===== src/rtl/seq_div.sv =====
// seq_div: multi-cycle radix-2 restoring divider with start/busy/done handshake.
// Optional two's-complement mode is built only when DIV_SIGNED_EN is defined.
module seq_div #(
    parameter int WIDTH = 32
) (
    input  logic             iClk,
    input  logic             inRst,
    input  logic             iStart,
    input  logic [WIDTH-1:0] iQ,
    input  logic [WIDTH-1:0] iD,
    input  logic             iSigned,
    output logic             oBusy,
    output logic             oDone,
    output logic [WIDTH-1:0] oQ,
    output logic [WIDTH-1:0] oR,
    output logic             oDivZero
);

    localparam int CNT_W = $clog2(WIDTH + 1);

    typedef enum logic [1:0] {
        IDLE,
        CALC,
        FIX,
        DONE
    } state_t;

    state_t state;
    state_t state_nxt;

    logic [WIDTH-1:0] rem;
    logic [WIDTH-1:0] quo;
    logic [WIDTH-1:0] div;
    logic [CNT_W-1:0] cnt;

    logic [WIDTH:0]   rem_sh;
    logic [WIDTH:0]   trial;
    logic [WIDTH-1:0] step_rem;
    logic [WIDTH-1:0] step_quo;
    logic [WIDTH-1:0] a_mag;
    logic [WIDTH-1:0] d_mag;
    logic             last_step;
    logic             div_zero_in;

`ifdef DIV_SIGNED_EN
    logic             sgn;
    logic             neg_q;
    logic             neg_r;
    logic             a_neg;
    logic             d_neg;
    logic [WIDTH-1:0] fix_q;
    logic [WIDTH-1:0] fix_r;
`else
    logic             unused_signed;
    assign unused_signed = iSigned;
`endif

    assign last_step   = (cnt == CNT_W'(1));
    assign div_zero_in = (iD == '0);

    // one restoring step: shift {rem,quo}, subtract divisor, keep if non-negative
    always_comb begin
        rem_sh   = {rem, quo[WIDTH-1]};
        trial    = rem_sh - {1'b0, div};
        step_rem = trial[WIDTH] ? rem_sh[WIDTH-1:0] : trial[WIDTH-1:0];
        step_quo = {quo[WIDTH-2:0], ~trial[WIDTH]};
    end

`ifdef DIV_SIGNED_EN
    // operand magnitudes on entry and sign correction of the final result
    always_comb begin
        a_neg = iSigned & iQ[WIDTH-1];
        d_neg = iSigned & iD[WIDTH-1];
        a_mag = a_neg ? -iQ : iQ;
        d_mag = d_neg ? -iD : iD;
        fix_q = neg_q ? -quo : quo;
        fix_r = neg_r ? -rem : rem;
    end
`else
    // unsigned only: operands are used as given
    always_comb begin
        a_mag = iQ;
        d_mag = iD;
    end
`endif

    // state register
    always_ff @(posedge iClk) begin
        if (!inRst) begin
            state <= IDLE;
        end else begin
            state <= state_nxt;
        end
    end

    // next-state logic
    always_comb begin
        state_nxt = state;
        unique case (state)
            IDLE: begin
                if (iStart) begin
                    state_nxt = div_zero_in ? DONE : CALC;
                end
            end
            CALC: begin
                if (last_step) begin
`ifdef DIV_SIGNED_EN
                    state_nxt = sgn ? FIX : DONE;
`else
                    state_nxt = DONE;
`endif
                end
            end
`ifdef DIV_SIGNED_EN
            FIX:  state_nxt = DONE;
`endif
            DONE: state_nxt = IDLE;
            default: state_nxt = IDLE;
        endcase
    end

    // handshake outputs decoded from the state register
    always_comb begin
        oBusy = 1'b0;
        oDone = 1'b0;
        unique case (state)
            CALC:    oBusy = 1'b1;
            FIX:     oBusy = 1'b1;
            DONE:    oDone = 1'b1;
            default: oBusy = 1'b0;
        endcase
    end

    // datapath and result registers; results change only on entry to DONE
    always_ff @(posedge iClk) begin
        if (!inRst) begin
            rem      <= '0;
            quo      <= '0;
            div      <= '0;
            cnt      <= '0;
            oQ       <= '0;
            oR       <= '0;
            oDivZero <= 1'b0;
`ifdef DIV_SIGNED_EN
            sgn      <= 1'b0;
            neg_q    <= 1'b0;
            neg_r    <= 1'b0;
`endif
        end else begin
            case (state)
                IDLE: begin
                    if (iStart) begin
                        if (div_zero_in) begin
                            oQ       <= '1;
                            oR       <= iQ;
                            oDivZero <= 1'b1;
                        end else begin
                            rem <= '0;
                            quo <= a_mag;
                            div <= d_mag;
                            cnt <= CNT_W'(WIDTH);
`ifdef DIV_SIGNED_EN
                            sgn   <= iSigned;
                            neg_q <= a_neg ^ d_neg;
                            neg_r <= a_neg;
`endif
                        end
                    end
                end
                CALC: begin
                    rem <= step_rem;
                    quo <= step_quo;
                    cnt <= cnt - CNT_W'(1);
`ifdef DIV_SIGNED_EN
                    if (last_step && !sgn) begin
`else
                    if (last_step) begin
`endif
                        oQ       <= step_quo;
                        oR       <= step_rem;
                        oDivZero <= 1'b0;
                    end
                end
`ifdef DIV_SIGNED_EN
                FIX: begin
                    oQ       <= fix_q;
                    oR       <= fix_r;
                    oDivZero <= 1'b0;
                end
`endif
                default: begin
                end
            endcase
        end
    end

endmodule


===== config.mk =====
export PLATFORM = sky130hd
export DESIGN_NAME = seq_div
export DESIGN_NICKNAME = d
export VERILOG_FILES = /design/src/rtl/seq_div.sv
export SDC_FILE = /design/constraint.sdc
export NUM_CORES = 1
export LEC_CHECK = 0
export CORE_MARGIN = 3
export CORE_UTILIZATION = 55
export DETAILED_ROUTE_END_ITERATION = 8
export GPL_TIMING_DRIVEN = 0
export PLACE_DENSITY = 0.81
export SETUP_SLACK_MARGIN = 0.1
export SYNTH_ARGS = -nofsm -noshare
export SYNTH_HDL_FRONTEND = slang
export SYNTH_SLANG_ARGS = --single-unit

===== constraint.sdc =====
create_clock -name iClk -period 3.1 [get_ports iClk]
set_input_delay 0.465 -clock iClk [delete_from_list [all_inputs] [get_ports iClk]]
set_output_delay 0.465 -clock iClk [all_outputs]
set_load 0.01 [all_outputs]

==> results of run 1 <==
## what timing repair did
| item | CTS | global route |
|---|---|---|
| buffers inserted | 20 | 23 |
| gates cloned | 2 | 2 |
| gates resized for setup | 102 | 114 |
| setup endpoints to repair | 165 | 158 |
| pin swaps | 25 | 37 |
## sequential cells by signal, indices dropped and copies added (netlist names)
register and flops:
oR 32, oDivZero 1, cnt 6, rem 32
state 2, quo 32, oQ 32, div 32
## worst reg2reg max path, delay by kind of cell (launching register included)
family | cells | cell delay [ns]
flip-flops | 1 | 0.36
AND/OR/NAND/NOR | 5 | 1.12
adder cells (fa/ha/maj) | 1 | 0.32
buffers and inverters | 5 | 0.74
AO/OA/AOI/OAI | 3 | 0.62
## through the flow
| stage | hold slack, ns | area, µm² | power [mW] |
|---|---|---|---|
| 2_1_floorplan | 0.453 | 9330 | 5.29 |
| 3_3_place_gp | 0.438 | 10900 | 6.44 |
| 3_5_place_dp | 0.445 | 10900 | 6.50 |
| 6_report | 0.453 | 12700 | 9.65 |
| 4_1_cts | 0.452 | 12200 | 9.05 |
| 5_1_grt | 0.468 | 12700 | 10.0 |
## final timing paths
kind | cells past startpoint | slack [ns] | from | endpoint
max | 14 | -0.12 | rem[18]$_SDFFE_PN0P_ | oR[27]$_SDFFE_PN0P_
min | 2 | 0.45 | oR[9]$_SDFFE_PN0P_ | oR[9]$_SDFFE_PN0P_
max reg2reg | 14 | -0.12 | rem[18]$_SDFFE_PN0P_ | oR[27]$_SDFFE_PN0P_
min reg2reg | 2 | 0.45 | oR[9]$_SDFFE_PN0P_ | oR[9]$_SDFFE_PN0P_
## power groups by stage
stage	logic (mW)	clock network, mW	registers [mW]
6_report	4.66	2.10	2.89
5_1_grt	4.95	2.17	2.92
4_1_cts	4.11	2.07	2.86
3_5_place_dp	3.60	0	2.90
3_3_place_gp	3.55	0	2.89
2_1_floorplan	2.40	0	2.89
## layout by cell type, fill, tap and decap left out, types with 6 or more instances in the layout
master	Yosys	layout
buf_6	6	14
clkdlybuf4s50_1	0	133
o21a_1	10	10
a21oi_1	66	46
a21oi_2	1	18
nor2b_1	42	41
ha_1	37	27
ha_4	0	8
or3_1	6	6
dfxtp_1	169	153
xnor2_1	15	14
inv_1	47	44
a21boi_0	35	35
o21ai_0	97	78
nor3_1	12	11
o211ai_1	25	25
nand3_1	19	17
nor4_1	9	6
clkbuf_16	0	18
mux2i_4	0	26
nor2_1	42	41
xor2_1	9	9
o21ai_1	8	21
a31o_2	18	18
buf_4	0	31
clkbuf_2	0	13
dfxtp_2	0	15
a31oi_1	8	8
mux2i_1	86	60
nand2_1	138	137
o211a_1	33	33
nand4_1	9	9
clkbuf_1	69	51
## cell families after synthesis
| family | share of synthesized area |
|---|---|
| fa+ha+maj | 0.0518 |
| flops | 0.363 |
| mux | 0.0923 |
| buf+inv | 0.0585 |
| compound gates | 0.255 |
| xor+xnor | 0.0225 |
| simple gates | 0.157 |
## metal layers
layer | global-route usage | part of all wire | vias to the layer above
met5 | 0 | 0 | -
li1 | - | - | 4331
met1 | 0.429 | 0.39 | 4680
met2 | 0.536 | 0.47 | 650
met4 | 0.155 | 0.050 | 0
met3 | 0.0688 | 0.091 | 163
## final cells by class
type / count / area (µm²)
Buffer: 76 / 404
Clock buffer: 18 / 429
Clock inverter: 14 / 129
Fill cell: 1054 / 3510
Inverter: 47 / 179
Multi-Input combinational cell: 803 / 6120
Sequential cell: 169 / 3410
Tap cell: 216 / 270
Timing Repair Buffer: 179 / 1780
==> impl_metrics.env, run 1 <==
export IMPL_status="finished with violations"
export IMPL_violations="negative setup slack"
export IMPL_clkLatencyLatePin_ns=0.45
export IMPL_slew_violations=0
export IMPL_pwr_share_seq=0.299
export IMPL_netSwitchingFraction=0.418
export IMPL_fin_util=0.784
export IMPL_cts_buffer_depth=2
export IMPL_syn_to_final_growth_pct=36.4
export IMPL_critPathLaunchType="flop"
export IMPL_relSlewSlack=0.407
export IMPL_rsz0062_at_grt="yes"
export IMPL_clk_pin_slew_ns=0.07
export IMPL_synth_seq_cells=169
export IMPL_synth_flop_cell="dfxtp_1"
export IMPL_synth_area_leaders="dfxtp_1 (36%), mux2i_1 (9.2%), nand2_1 (5.6%), o21ai_0 (5.2%), ha_1 (5.0%)"
export IMPL_p_sw_mw=4.03
export IMPL_place_congestion=0.949
export IMPL_dpl_cell_count=1449
export IMPL_hold_path_class="flop to flop"
export IMPL_report_final_hold_viol_count=0
export IMPL_peakVddDrop_mv=0.548
export IMPL_synth_edf_count=0
export IMPL_path_cells="ha_1, buf_6, nand4_1, nor4b_4, o2111ai_2, nand3_2, or3_4, nand3_4, buf_12, buf_16, buf_4, buf_6, o221a_4, a21oi_2"
export IMPL_clock_skew_final_ns=0.0178
export IMPL_nets=1399
export IMPL_finalSetupViolCount=34
export IMPL_row_count=46
export IMPL_synth_most_common_cell="dfxtp_1"
export IMPL_worst_slack_ns=-0.115
export IMPL_postSynthAreaPerCell_um2=8.48
export IMPL_crit_top_cell="buf_6"
export IMPL_stdcell_count=1522
export IMPL_combPwrFrac=0.483
export IMPL_grt_pass1_wl_um=48200
export IMPL_tns_ns=-1.84
export IMPL_power_clock_fraction=0.218
export IMPL_clock_fmax_mhz=311
export IMPL_yosys_top_cells_count="dfxtp_1 (169), nand2_1 (138), o21ai_0 (97)"
export IMPL_cp_top_family="simple AND/OR/NAND/NOR gates"
export IMPL_finalCriticalPeriod_ns=3.22
export IMPL_drc=0
export IMPL_core_area_um2=16200
export IMPL_globalRouteOverflowTotal=0
export IMPL_grt_pass1_vias=9164
export IMPL_ys_seq_area_frac=0.363
export IMPL_cts_sinks=169
export IMPL_path_buf_inv=5
export IMPL_drv_cap=0
export IMPL_via_count=9824
export IMPL_ios=135
export IMPL_numCtsBuffers=17
export IMPL_grt_use_total=0.333
export IMPL_cts_tree="built"
export IMPL_power_leakage_nw=5.06
export IMPL_wire_per_inst_um=21.7
export IMPL_antenna_found_initial=0
export IMPL_vias_per_cell=6.45
export IMPL_worstPathMaxFanout=8
export IMPL_place_ws_ns=-1.33
export IMPL_syn_instance_count=1100
export IMPL_drt_pass1_iter_count=6
export IMPL_synth_cell_area_um2=9330
export IMPL_port_buffers=133
export IMPL_synth_top_area_frac=0.363
export IMPL_slowest_stage="nor4b_4"
export IMPL_cp_end_kind="flop"
export IMPL_htreeDepth=4
export IMPL_cts_hold_buf=0
export IMPL_worst_setup_path_type="flop to flop"
export IMPL_ant_nets=0
export IMPL_required_ns=3.48
export IMPL_fp_dieArea_um2=18600
export IMPL_yosys_area_top_type="dfxtp_1"
export IMPL_arrival_ns=3.60
export IMPL_yosys_warnings=0
export IMPL_syn_nets=1206
export IMPL_chipHeight_um=136
export IMPL_die_w_um=136
export IMPL_drt_iter0_markers=1130
export IMPL_max_stage_delay_ns=0.39
export IMPL_clockRootBuffer="clkbuf_16"
export IMPL_grt_max_degree=18
export IMPL_worst_pin_slew_ns=0.890
export IMPL_ys_types=71
export IMPL_p_int_mw=5.62
export IMPL_timing_final_crit_share=1.04
export IMPL_route_final_wire_length_um=33000
export IMPL_initial_core_util=0.575
export IMPL_synthArstFlopShare=0
export IMPL_diodes=0
export IMPL_p_per_area_nw_per_um2=758
export IMPL_layout_drive_gt1_share=0.181
export IMPL_hpwl_um=22000
No activity file was read; power rests on OpenSTA's default activity.
==> run 2, diff against run 1 <==
--- a/config.mk
+++ b/config.mk
@@ -7,6 +7,7 @@
 export LEC_CHECK = 0
 export CORE_MARGIN = 3
 export CORE_UTILIZATION = 55
+export CTS_BUF_LIST = sky130_fd_sc_hd__clkbuf_16
 export DETAILED_ROUTE_END_ITERATION = 8
 export GPL_TIMING_DRIVEN = 0
 export PLACE_DENSITY = 0.81
==> impl_metrics.env, run 2 (synthesis results as in run 1) <==
export IMPL_status="finished with violations"
export IMPL_violations="negative setup slack"
export IMPL_pwr_share_seq=0.299
export IMPL_worst_slack_ns=-0.116
export IMPL_stdcell_count=1522
export IMPL_finalSetupViolCount=34
export IMPL_r2r_slack_ns=-0.12
export IMPL_cp_end_kind="flop"
export IMPL_cts_tree="built"
export IMPL_worstPathMaxFanout=8
export IMPL_worst_pin_slew_ns=0.890
export IMPL_report_final_hold_viol_count=0
export IMPL_clockRootBuffer="clkbuf_16"
export IMPL_clock_fmax_mhz=311
export IMPL_place_ws_ns=-1.33
export IMPL_syn_to_final_growth_pct=36.4
export IMPL_power_clock_fraction=0.217
export IMPL_final_common_cell="dfxtp_1"
export IMPL_hold_path_class="flop to flop"
export IMPL_gr_usage_met1=0.429
export IMPL_ant_nets=0
export IMPL_numCtsBuffers=17
export IMPL_tns_ns=-1.89
export IMPL_grt_use_total=0.333
export IMPL_critPathLaunchType="flop"
export IMPL_slew_violations=0
export IMPL_most_common_layout_cells="dfxtp_1 (153), nand2_1 (137), clkdlybuf4s50_1 (133), o21ai_0 (78), mux2i_1 (60)"
export IMPL_cts_sinks=169
export IMPL_busiest_layer="met2"
export IMPL_antenna_found_initial=0
export IMPL_wire_per_inst_um=21.7
export IMPL_timing_final_crit_share=1.04
export IMPL_port_buffers=133
export IMPL_arrival_ns=3.59
export IMPL_p_sw_mw=4.03
export IMPL_row_count=46
export IMPL_ios=135
export IMPL_core_area_um2=16200
export IMPL_p_int_mw=5.62
export IMPL_via_count=9836
export IMPL_power_total_mw=9.65
export IMPL_gr_usage_met2=0.536
export IMPL_drc=0
export IMPL_place_congestion=0.949
export IMPL_clkLatencyLatePin_ns=0.45
export IMPL_drt_pass1_iter_count=6
export IMPL_rsz0062_at_grt="yes"
export IMPL_htreeDepth=4
export IMPL_p_per_area_nw_per_um2=758
export IMPL_vias_per_cell=6.46
export IMPL_grt_max_degree=18
export IMPL_finalCriticalPeriod_ns=3.22
export IMPL_fp_dieArea_um2=18600
export IMPL_dpl_cell_count=1449
export IMPL_die_w_um=136
export IMPL_grt_pass1_vias=9164
export IMPL_required_ns=3.48
export IMPL_nets=1399
export IMPL_clock_skew_final_ns=0.0147
export IMPL_relSlewSlack=0.406
export IMPL_grt_use_met3=0.0688
export IMPL_globalRouteOverflowTotal=0
export IMPL_netSwitchingFraction=0.418
export IMPL_diodes=0
export IMPL_combPwrFrac=0.483
export IMPL_route_final_wire_length_um=33000
export IMPL_chipHeight_um=136
export IMPL_drv_cap=0
export IMPL_clk_pin_slew_ns=0.07
export IMPL_cts_buffer_depth=2
export IMPL_peakVddDrop_mv=0.543
export IMPL_grt_pass1_wl_um=48200
export IMPL_cts_hold_buf=0
export IMPL_initial_core_util=0.575
export IMPL_hpwl_um=22000
export IMPL_worst_setup_path_type="flop to flop"
export IMPL_drt_iter0_markers=1130
export IMPL_layout_drive_gt1_share=0.181
export IMPL_power_leakage_nw=5.07
==> run 2: layout make-up <==
cell class / instances / area, µm²
multi-input cells: 803 / 6120
plain buffers: 76 / 404
clock buffers: 17 / 425
fillers: 1054 / 3510
flip-flops and latches: 169 / 3410
inverters: 47 / 179
well taps: 216 / 270
clock inverters: 15 / 133
repair buffers: 179 / 1780
==> run 2: final timing paths <==
| path | start | to | depth (start not counted) |
|---|---|---|---|
| setup / recovery | rem[18]$_SDFFE_PN0P_ | oR[27]$_SDFFE_PN0P_ | 14 |
| hold / removal | oR[9]$_SDFFE_PN0P_ | oR[9]$_SDFFE_PN0P_ | 2 |
| setup reg to reg | rem[18]$_SDFFE_PN0P_ | oR[27]$_SDFFE_PN0P_ | 14 |
| hold reg to reg | oR[9]$_SDFFE_PN0P_ | oR[9]$_SDFFE_PN0P_ | 2 |
==> run 2: worst max-delay path, cell delays in order, from the launching register on <==
cell and delay (ns):
dfxtp_2 0.36, ha_1 0.32, buf_6 0.14, nand4_1 0.25, nor4b_4 0.39, o2111ai_2 0.21
nand3_2 0.18, or3_4 0.17, nand3_4 0.13, buf_12 0.18, buf_16 0.15, buf_4 0.14
buf_6 0.12, o221a_4 0.28, a21oi_2 0.13
==> run 2: stage by stage <==
step / instance area (µm²) / utilization / hold WS, ns
after floorplan: 9330 / - / 0.453
after global placement: 10900 / 0.673 / 0.438
after detailed placement: 10900 / 0.673 / 0.445
after CTS: 12200 / 0.751 / 0.452
after global routing: 12700 / 0.784 / 0.468
final: 12700 / 0.784 / 0.453
==> run 2: what timing repair did <==
item | 4_1_cts | 5_1_grt
gates resized for setup | 102 | 114
pin swaps | 25 | 37
gates cloned | 2 | 2
buffers inserted | 20 | 23
setup endpoints to repair | 165 | 158
==> run 2: power groups by stage <==
stage / logic (mW) / registers (mW) / clock network [mW]
after global placement: 3.55 / 2.89 / 0
final: 4.66 / 2.89 / 2.10
after detailed placement: 3.60 / 2.90 / 0
after floorplan: 2.40 / 2.89 / 0
after global routing: 4.95 / 2.92 / 2.17
after CTS: 4.11 / 2.86 / 2.07
==> run 2: routing by layer <==
metal,vias to the layer above,wire (µm)
met1,4666,12800
li1,4329,-
met4,0,1730
met2,673,15300
met3,168,3120
met5,-,0
